<file path="src/rtl/fifo_wr_arbiter_if.sv">
// Requester handshake and FIFO write-side bundle for fifo_wr_arbiter.
// The slave modport is the arbiter's view; the master modport is the requesters/FIFO side.
interface fifo_wr_arbiter_if #(
  parameter int DWIDTH = 8,
  parameter int AWIDTH = 4,
  parameter int NREQ   = 4
);
  logic [NREQ-1:0]        req_valid_i;
  logic [NREQ*DWIDTH-1:0] req_data_i;
  logic [NREQ-1:0]        req_ready_o;
  logic                   wr_full_i;
  logic [AWIDTH-1:0]      wr_usedw_i;
  logic                   wr_req_o;
  logic [DWIDTH-1:0]      wr_data_o;
  logic [NREQ-1:0]        grant_o;

  modport master (
    output req_valid_i, req_data_i, wr_full_i, wr_usedw_i,
    input  req_ready_o, wr_req_o, wr_data_o, grant_o
  );

  modport slave (
    input  req_valid_i, req_data_i, wr_full_i, wr_usedw_i,
    output req_ready_o, wr_req_o, wr_data_o, grant_o
  );
endinterface

</file>
<file path="src/rtl/fifo_wr_arbiter.sv">
// Round-robin burst arbiter feeding several requesters into one FIFO write port.
// A grant is only issued when the FIFO has room for a whole burst plus two words of slack.
module fifo_wr_arbiter #(
  parameter int DWIDTH = 8,
  parameter int AWIDTH = 4,
  parameter int NREQ   = 4,
  parameter int BURST  = 4
) (
  input  logic             wr_clk_i,
  input  logic             aclr_i,
  fifo_wr_arbiter_if.slave bus
);
  localparam int CW  = $clog2(BURST + 1);
  localparam int PW  = $clog2(NREQ);
  localparam int AW1 = AWIDTH + 1;

  localparam logic [AW1-1:0] MAX_USED  = AW1'((2 ** AWIDTH) - 1);
  localparam logic [AW1-1:0] MIN_ROOM  = AW1'(BURST + 2);
  localparam logic [CW-1:0]  BURST_CNT = CW'(BURST);
  localparam logic [PW-1:0]  LAST_REQ  = PW'(NREQ - 1);

  typedef enum logic {IDLE = 1'b0, GRANT = 1'b1} state_t;

  state_t            r_state, w_stateNext;
  logic [NREQ-1:0]   r_grant, w_grantNext;
  logic [PW-1:0]     r_gIdx, w_gIdxNext;
  logic [PW-1:0]     r_rrPtr, w_rrPtrNext;
  logic [CW-1:0]     r_count, w_countNext;
  logic              r_wrReq, w_wrReqNext;
  logic [DWIDTH-1:0] r_wrData, w_wrDataNext;

  logic [AW1-1:0]    w_headroom;
  logic              w_room;
  logic              w_found;
  logic [PW-1:0]     w_selIdx;
  logic              w_validG;
  logic              w_beat;
  logic [CW-1:0]     w_countInc;
  logic [DWIDTH-1:0] w_dataG;
  logic [NREQ-1:0]   w_ready;

  assign w_headroom = MAX_USED - {1'b0, bus.wr_usedw_i};
  assign w_room     = (w_headroom >= MIN_ROOM) && !bus.wr_full_i;
  assign w_validG   = bus.req_valid_i[r_gIdx];
  assign w_dataG    = bus.req_data_i[r_gIdx*DWIDTH +: DWIDTH];
  assign w_ready    = ((r_state == GRANT) && !bus.wr_full_i) ? r_grant : '0;
  assign w_beat     = (r_state == GRANT) && w_validG && !bus.wr_full_i;
  assign w_countInc = r_count + 1'b1;

  assign bus.req_ready_o = w_ready;
  assign bus.grant_o     = r_grant;
  assign bus.wr_req_o    = r_wrReq;
  assign bus.wr_data_o   = r_wrData;

  // Cyclic search for the first valid requester at or above the round-robin pointer.
  always_comb begin
    int idx;
    idx      = 0;
    w_found  = 1'b0;
    w_selIdx = '0;
    for (int i = 0; i < NREQ; i++) begin
      idx = int'(r_rrPtr) + i;
      if (idx >= NREQ) idx = idx - NREQ;
      if (!w_found && bus.req_valid_i[idx]) begin
        w_found  = 1'b1;
        w_selIdx = PW'(idx);
      end
    end
  end

  always_comb begin
    w_stateNext  = r_state;
    w_grantNext  = r_grant;
    w_gIdxNext   = r_gIdx;
    w_rrPtrNext  = r_rrPtr;
    w_countNext  = r_count;
    w_wrReqNext  = 1'b0;
    w_wrDataNext = r_wrData;
    unique case (r_state)
      IDLE: begin
        if (w_room && w_found) begin
          w_stateNext = GRANT;
          w_grantNext = {{(NREQ-1){1'b0}}, 1'b1} << w_selIdx;
          w_gIdxNext  = w_selIdx;
          w_countNext = '0;
        end
      end
      GRANT: begin
        // Full stalls everything; otherwise a dropped valid or a completed burst releases.
        if (w_beat) begin
          w_wrReqNext  = 1'b1;
          w_wrDataNext = w_dataG;
          w_countNext  = w_countInc;
        end
        if ((w_beat && (w_countInc == BURST_CNT)) || (!bus.wr_full_i && !w_validG)) begin
          w_stateNext = IDLE;
          w_grantNext = '0;
          w_rrPtrNext = (r_gIdx == LAST_REQ) ? '0 : r_gIdx + 1'b1;
        end
      end
      default: begin
        w_stateNext = IDLE;
        w_grantNext = '0;
      end
    endcase
  end

  always_ff @(posedge wr_clk_i or negedge aclr_i) begin
    if (!aclr_i) begin
      r_state  <= IDLE;
      r_grant  <= '0;
      r_gIdx   <= '0;
      r_rrPtr  <= '0;
      r_count  <= '0;
      r_wrReq  <= 1'b0;
      r_wrData <= '0;
    end else begin
      r_state  <= w_stateNext;
      r_grant  <= w_grantNext;
      r_gIdx   <= w_gIdxNext;
      r_rrPtr  <= w_rrPtrNext;
      r_count  <= w_countNext;
      r_wrReq  <= w_wrReqNext;
      r_wrData <= w_wrDataNext;
    end
  end
endmodule
</file>
<file path="src/flat_wrapper.sv">
// flat-port wrapper written by rule: the top's interface ports become plain ports
module fifo_wr_arbiter_flat 
#(
  parameter int DWIDTH = 8,
  parameter int AWIDTH = 4,
  parameter int NREQ   = 4,
  parameter int BURST  = 4
)
  (wr_clk_i, aclr_i, bus_req_valid_i, bus_req_data_i, bus_wr_full_i, bus_wr_usedw_i, bus_req_ready_o, bus_wr_req_o, bus_wr_data_o, bus_grant_o);
  fifo_wr_arbiter_if #(.DWIDTH(DWIDTH), .AWIDTH(AWIDTH), .NREQ(NREQ)) bus_i ();
  input  logic wr_clk_i;
  input  logic aclr_i;
  input wire logic [$bits(bus_i.req_valid_i)-1:0] bus_req_valid_i;
  input wire logic [$bits(bus_i.req_data_i)-1:0] bus_req_data_i;
  input wire logic [$bits(bus_i.wr_full_i)-1:0] bus_wr_full_i;
  input wire logic [$bits(bus_i.wr_usedw_i)-1:0] bus_wr_usedw_i;
  output wire logic [$bits(bus_i.req_ready_o)-1:0] bus_req_ready_o;
  output wire logic [$bits(bus_i.wr_req_o)-1:0] bus_wr_req_o;
  output wire logic [$bits(bus_i.wr_data_o)-1:0] bus_wr_data_o;
  output wire logic [$bits(bus_i.grant_o)-1:0] bus_grant_o;
  assign bus_i.req_valid_i = bus_req_valid_i;
  assign bus_i.req_data_i = bus_req_data_i;
  assign bus_i.wr_full_i = bus_wr_full_i;
  assign bus_i.wr_usedw_i = bus_wr_usedw_i;
  assign bus_req_ready_o = bus_i.req_ready_o;
  assign bus_wr_req_o = bus_i.wr_req_o;
  assign bus_wr_data_o = bus_i.wr_data_o;
  assign bus_grant_o = bus_i.grant_o;
  fifo_wr_arbiter #(.DWIDTH(DWIDTH), .AWIDTH(AWIDTH), .NREQ(NREQ), .BURST(BURST)) u_core (.wr_clk_i(wr_clk_i), .aclr_i(aclr_i), .bus(bus_i));
endmodule
</file>
<file path="config.mk">
export PLATFORM = sky130hd
export DESIGN_NAME = fifo_wr_arbiter_flat
export DESIGN_NICKNAME = d
export VERILOG_FILES = /design/src/rtl/fifo_wr_arbiter_if.sv /design/src/rtl/fifo_wr_arbiter.sv /design/src/flat_wrapper.sv
export SDC_FILE = /design/constraint.sdc
export NUM_CORES = 1
export LEC_CHECK = 0
export CAP_MARGIN = 20
export CORE_MARGIN = 2
export CORE_UTILIZATION = 39
export DETAILED_ROUTE_END_ITERATION = 8
export PLACE_DENSITY = 0.81
export SYNTH_ARGS = -nofsm -noshare
export SYNTH_HDL_FRONTEND = slang
export SYNTH_SLANG_ARGS = --single-unit
</file>
<file path="constraint.sdc">
create_clock -name wr_clk_i -period 2.1 [get_ports wr_clk_i]
set_clock_uncertainty 0.15 [all_clocks]
set_input_delay 0.21 -clock wr_clk_i [delete_from_list [all_inputs] [get_ports wr_clk_i]]
set_output_delay 0.21 -clock wr_clk_i [all_outputs]
set_load 0.1 [all_outputs]
</file>
# After elaboration in Yosys (flattened, before gate mapping)
# Index checks and enable logic that the tools add are counted.
# op_classes
addsub	10
order_cmp	10
n_eq_ne	5
shifts	2
mux	39
bitwise	1
reduce_logical	21
# ops
operator	count
$lt A32 B4 Y1 const B	4
$mux W32	4
$ge A32 B4 Y1 const B	3
$sub A32 B4 Y32 const B	3
$shiftx A32 B6 Y8	1
$mux W1	17
$mux W4	3
$bmux W1 S2	5
$logic_and A1 B1 Y1	10
$mux W2	5
$reduce_and A2 Y1	5
$pmux W4 S2	1
$add A2 B2 Y3 const B	2
$mux W3	2
$pmux W3 S2	1
$ge A5 B3 Y1 const B	1
$logic_not A1 Y1	5
$sub A4 B4 Y5 const A	1
$ne A2 B2 Y1 const B	2
$shl A1 B2 Y4 const A	1
$sub A2 B3 Y4 const B	1
$add A2 B1 Y3 const B	1
$add A3 B1 Y3 const B	1
$eq A3 B3 Y1 const B	1
other kinds (8)	8
# totals
reg_bits	21
in_bits	43
out_inout_bits	17
word_cells	95

# Depth between registers and ports, before layout
# Gate-level depths: netlist of run 1.
# depth
word_depth	18
mapped_depth	6
ltp_nobuf	6

# Worst setup path before layout of run 1
# Ideal clock, no wire load.
# synth_timing
path_kind	register -> output
startpoint	register u_core.r_grant[2], in the netlist u_core.bus.grant_o[2]
endpoint	output port bus_req_ready_o[2]
arrival_ps	1781
required_ps	1740
setup_slack_ps	-41
stages_incl_launch_ff	2
n_path_buf	0
cell_sequence	dfrtp_1 > and2_1
# synth_between
elab_chain_cells	1
# synth_lines
element	line_no	text
start, declared	fifo_wr_arbiter.sv:25	logic [NREQ-1:0] r_grant, w_grantNext;
start signal, assigned	fifo_wr_arbiter.sv:119	r_grant <= w_grantNext;
$mux W4	fifo_wr_arbiter.sv:46	assign w_ready = ((r_state == GRANT) && !bus.wr_full_i) ? r_grant : '0;
end, declared	flat_wrapper.sv:17	output wire logic [$bits(bus_i.req_ready_o)-1:0] bus_req_ready_o;
# Every way passes these cells.

# Worst setup path in the final report of run 1
# layout_timing
startpoint	register u_core.r_gIdx[0]
endpoint	register u_core.r_rrPtr[1]
# layout_between
elab_chain_cells	7
elab_cells_between_ends	12
cone_classes	add/sub (1); eq/ne (1); mux (3); reduce/logical (7)
# layout_lines
element	line_no	text
start, declared	fifo_wr_arbiter.sv:26	logic [PW-1:0] r_gIdx, w_gIdxNext;
start signal, assigned	fifo_wr_arbiter.sv:120	r_gIdx <= w_gIdxNext;
$bmux W1 S2	fifo_wr_arbiter.sv:44	assign w_validG = bus.req_valid_i[r_gIdx];
$mux W1 (implied by the code)	fifo_wr_arbiter.sv:44	
$logic_and A1 B1 Y1 (2 in a row)	fifo_wr_arbiter.sv:47	assign w_beat = (r_state == GRANT) && w_validG && !bus.wr_full_i;
$logic_and A1 B1 Y1	fifo_wr_arbiter.sv:95	if ((w_beat && (w_countInc == BURST_CNT)) || (!bus.wr_full_i && !w_validG)) begin
$logic_or A1 B1 Y1	fifo_wr_arbiter.sv:95	
$reduce_and A2 Y1 (no source line)	-	
end signal, assigned	fifo_wr_arbiter.sv:121	r_rrPtr <= w_rrPtrNext;
end, declared	fifo_wr_arbiter.sv:27	logic [PW-1:0] r_rrPtr, w_rrPtrNext;
# Parallel ways exist; a longest one is shown, timed or not. The select of a mux whose other input is x is not followed.
# A chain may end at the register's enable or synchronous reset.

==> flow_summary.toml, run 1 <==
[floorplanning]
fp-row-count = 20
dieWidth_um = 59.1
core_um2 = 2980
die_area_um2 = 3500
initial_core_util_pct = 39.8
io_pins = 60
fp.dieH_um = 59.1

[route]
num_vias = 1046
routed_wl_um = 2900
ant_nets = 0
routedWlPerCell_um = 14.8
vias_per_cell = 5.36
first_pass_iters = 4
drc_errors = 0
drtIter0Drc = 13

[setup_path]
cp-start-kind = "flip-flop"
crit_fanout = 7
crit_required_ps = 2160
path_delay_family = "multiplexers"
critPathBufInv = 0
cp_slowest_cell = "mux4_2"
worstSetupPathType = "reg -> reg"
cpPeakStageDelay_ps = 550
crit_chain = "mux4_2, a211o_4, mux2_4"
cp-end-kind = "flip-flop"
cp.arrival_ps = 1940

[power]
intPower_mw = 1.31
p_switching_mw = 1.57
cellPowerDensity_nw_per_um2 = 1510
comb_power_share_pct = 68.8
vdd_drop_max_v = 0.000856
power.share.sequential_pct = 24.4
leakagePower_nw = 0.834
p_clk_share_pct = 6.8
switching_share_pct = 54.4

[logic_synthesis]
synth_xor_area_share_pct = 0
synthTopCellsByArea = "dfrtp_1, mux4_2, mux2_2, ha_1, o31ai_1"
synth_cells = 95
ys_seq_elements = 21
syn_nets = 141
yosysWarningCount = 0
synthTopCellsByCount = "dfrtp_1, mux4_2, mux2_2"
synth_edf_count = 0
synth.most_common_cell = "dfrtp_1"
synthFlopType = "dfrtp_1"
async_flop_share_pct = 100
synth_top_area_share_pct = 44.4
synth_area_leader_cell = "dfrtp_1"
seq_area_frac_synth_pct = 44.4
syn_area_per_cell_um2 = 12.5
synthMuxAreaShare_pct = 26.8
synth_top_family_by_area = "multiplexers"
ys_types = 27
syn_area_um2 = 1180
synth_compound_area_share_pct = 10.8
yosys.area_share.simple_pct = 11.4
synth_fa_ha_area_share_pct = 3.17

[global_route]
use_met3_pct = 3.71
grt_pass1_wl_um = 4770
grt_max_degree = 22
grt_pass1_vias = 1112
overflow = 0
grt_antenna_before_repair = 0
grt_util_met1_pct = 21.1
use_met2_pct = 33.2
grt_most_used_layer = "met2"
track_usage_pct = 18.4

[finish]
antenna_cells = 0
syn2layout_area_growth_pct = 60.7
seq_area_um2 = 526
fin_util_pct = 63.9
finalNetCount = 209
multi_input_area_um2 = 623
drive_gt1_share_pct = 33.3
fillers = 241

[clocking]
worstSkewPairLatency_ps = 310
clock-sinks = 21
cts_buffers = 3
cts_buffer_depth = 2
cts_resized = 0
clk_pin_slew_worst_paths_ps = 110
post_cts_buffers = 0
cts_tree = "done"
clockRootBuffer = "clkbuf_4"
htreeDepth = 1
cts_hold_buffers = 0

[min_path]
hold_path.class = "in -> async"

[placed_design]
post-place-ws_ps = -97.4
io_buffers = 58
hpwl_um = 2390
gp_congestion = 0.819

[sta]
rsz0062_at_grt = "false"
max_freq_mhz = 529
finalCritPeriodShare_pct = 89.9
worstMarginPinSlew_ps = 412
fin_ws_ps = 211
relSlewSlack_pct = 72.3
fin_crit_ps = 1890
setup_viol = 0
hold_viol = 0
slew_viol_final = 0

[outcome]
status = "finished, final reports clean"

[job]
max_cap_viol_count = 0
path summary, 6_finish.rpt:
kind / start / to / slack [ps] / depth (start not counted)
worst max-delay path: u_core.r_gIdx[0] / u_core.r_rrPtr[1] / 210 / 3
worst min-delay path: aclr_i / u_core.r_rrPtr[0] / 80 / 2
worst max register to register: u_core.r_gIdx[0] / u_core.r_rrPtr[1] / 210 / 3
worst min register to register: u_core.r_count[0] / u_core.r_count[0] / 360 / 1
max in group asynchronous: aclr_i / u_core.bus.wr_req_o / 1510 / 2
min in group wr_clk_i: u_core.r_count[0] / u_core.r_count[0] / 360 / 1
state kept, by name, summed over array words and instances, names as in the netlist:
name and count:
u_core.r_state 1, u_core.bus.grant_o 4, u_core.r_count 3, u_core.bus.wr_data_o 8, u_core.r_gIdx 2, u_core.bus.wr_req_o 1, u_core.r_rrPtr 2
worst register-to-register path, cell delays in order, from the launching register on:
cell	delay [ps]
dfrtp_1	390
mux4_2	550
a211o_4	400
mux2_4	300
cell usage in the layout (no fill, tap or decap), drive strengths merged:
cell type and count:
mux4 9, clkbuf 3, a21o 1, a21oi 3
a311oi 1, nor3 2, a32o 2, a31o 1
buf 26, clkdlybuf4s50 41, o31ai 4, nand2 4
mux2i 1, and2 4, or3 1, mux2 9
or4 1, dfrtp 21, o21ai 4, a211o 1
and3 1, nand2b 2, clkinv 1, inv 5
nor2b 2, ha 3, nand3 5, nor2 4
layer usage:
layer / vias up / share of wire (%)
li1: 495 / -
met1: 513 / 37
met2: 34 / 56
met3: 4 / 5.4
met4: 0 / 1.5
met5: - / 0
per-stage QoR:
stage	power, mW	instance area, um^2	cells	setup TNS [ps]	hold WS [ps]
floorplan	2.20	1190	95	0	-236
global placement	2.67	1880	191	-147	335
detailed placement	2.71	1880	191	-427	348
CTS	2.91	1900	195	0	74.2
global route	3.03	1900	195	0	92.3
finish	2.88	1900	195	0	77.9
cell type report:
cell class | count | area share (%)
clock inverters | 1 | 0.263
multi-input cells | 65 | 32.7
flip-flops and latches | 21 | 27.6
repair buffers | 67 | 35.1
clock buffers | 3 | 1.18
inverters | 5 | 0.986
well taps | 33 | 2.17
power groups by stage:
stage / clock network (mW) / logic [mW] / registers [mW]
6_report: 0.196 / 1.98 / 0.704
5_1_grt: 0.218 / 2.08 / 0.735
4_1_cts: 0.207 / 2.00 / 0.706
3_5_place_dp: 0 / 2.00 / 0.715
3_3_place_gp: 0 / 1.96 / 0.707
2_1_floorplan: 0 / 0.652 / 1.54
cells by family after synthesis:
family                   after synthesis
adder cells (fa/ha/maj)                3
AO/OA/AOI/OAI                         17
AND/OR/NAND/NOR                       26
buffers and inverters                  9
multiplexers                          19
flip-flops                            21
(Power assumes the default switching activity.)
==> inputs of run 2 (changes only) <==
Settings changed: GPL_ROUTABILITY_DRIVEN set to 0.
==> results of run 2 <==
Final layout, timing and power as in run 1 (identical DEF).
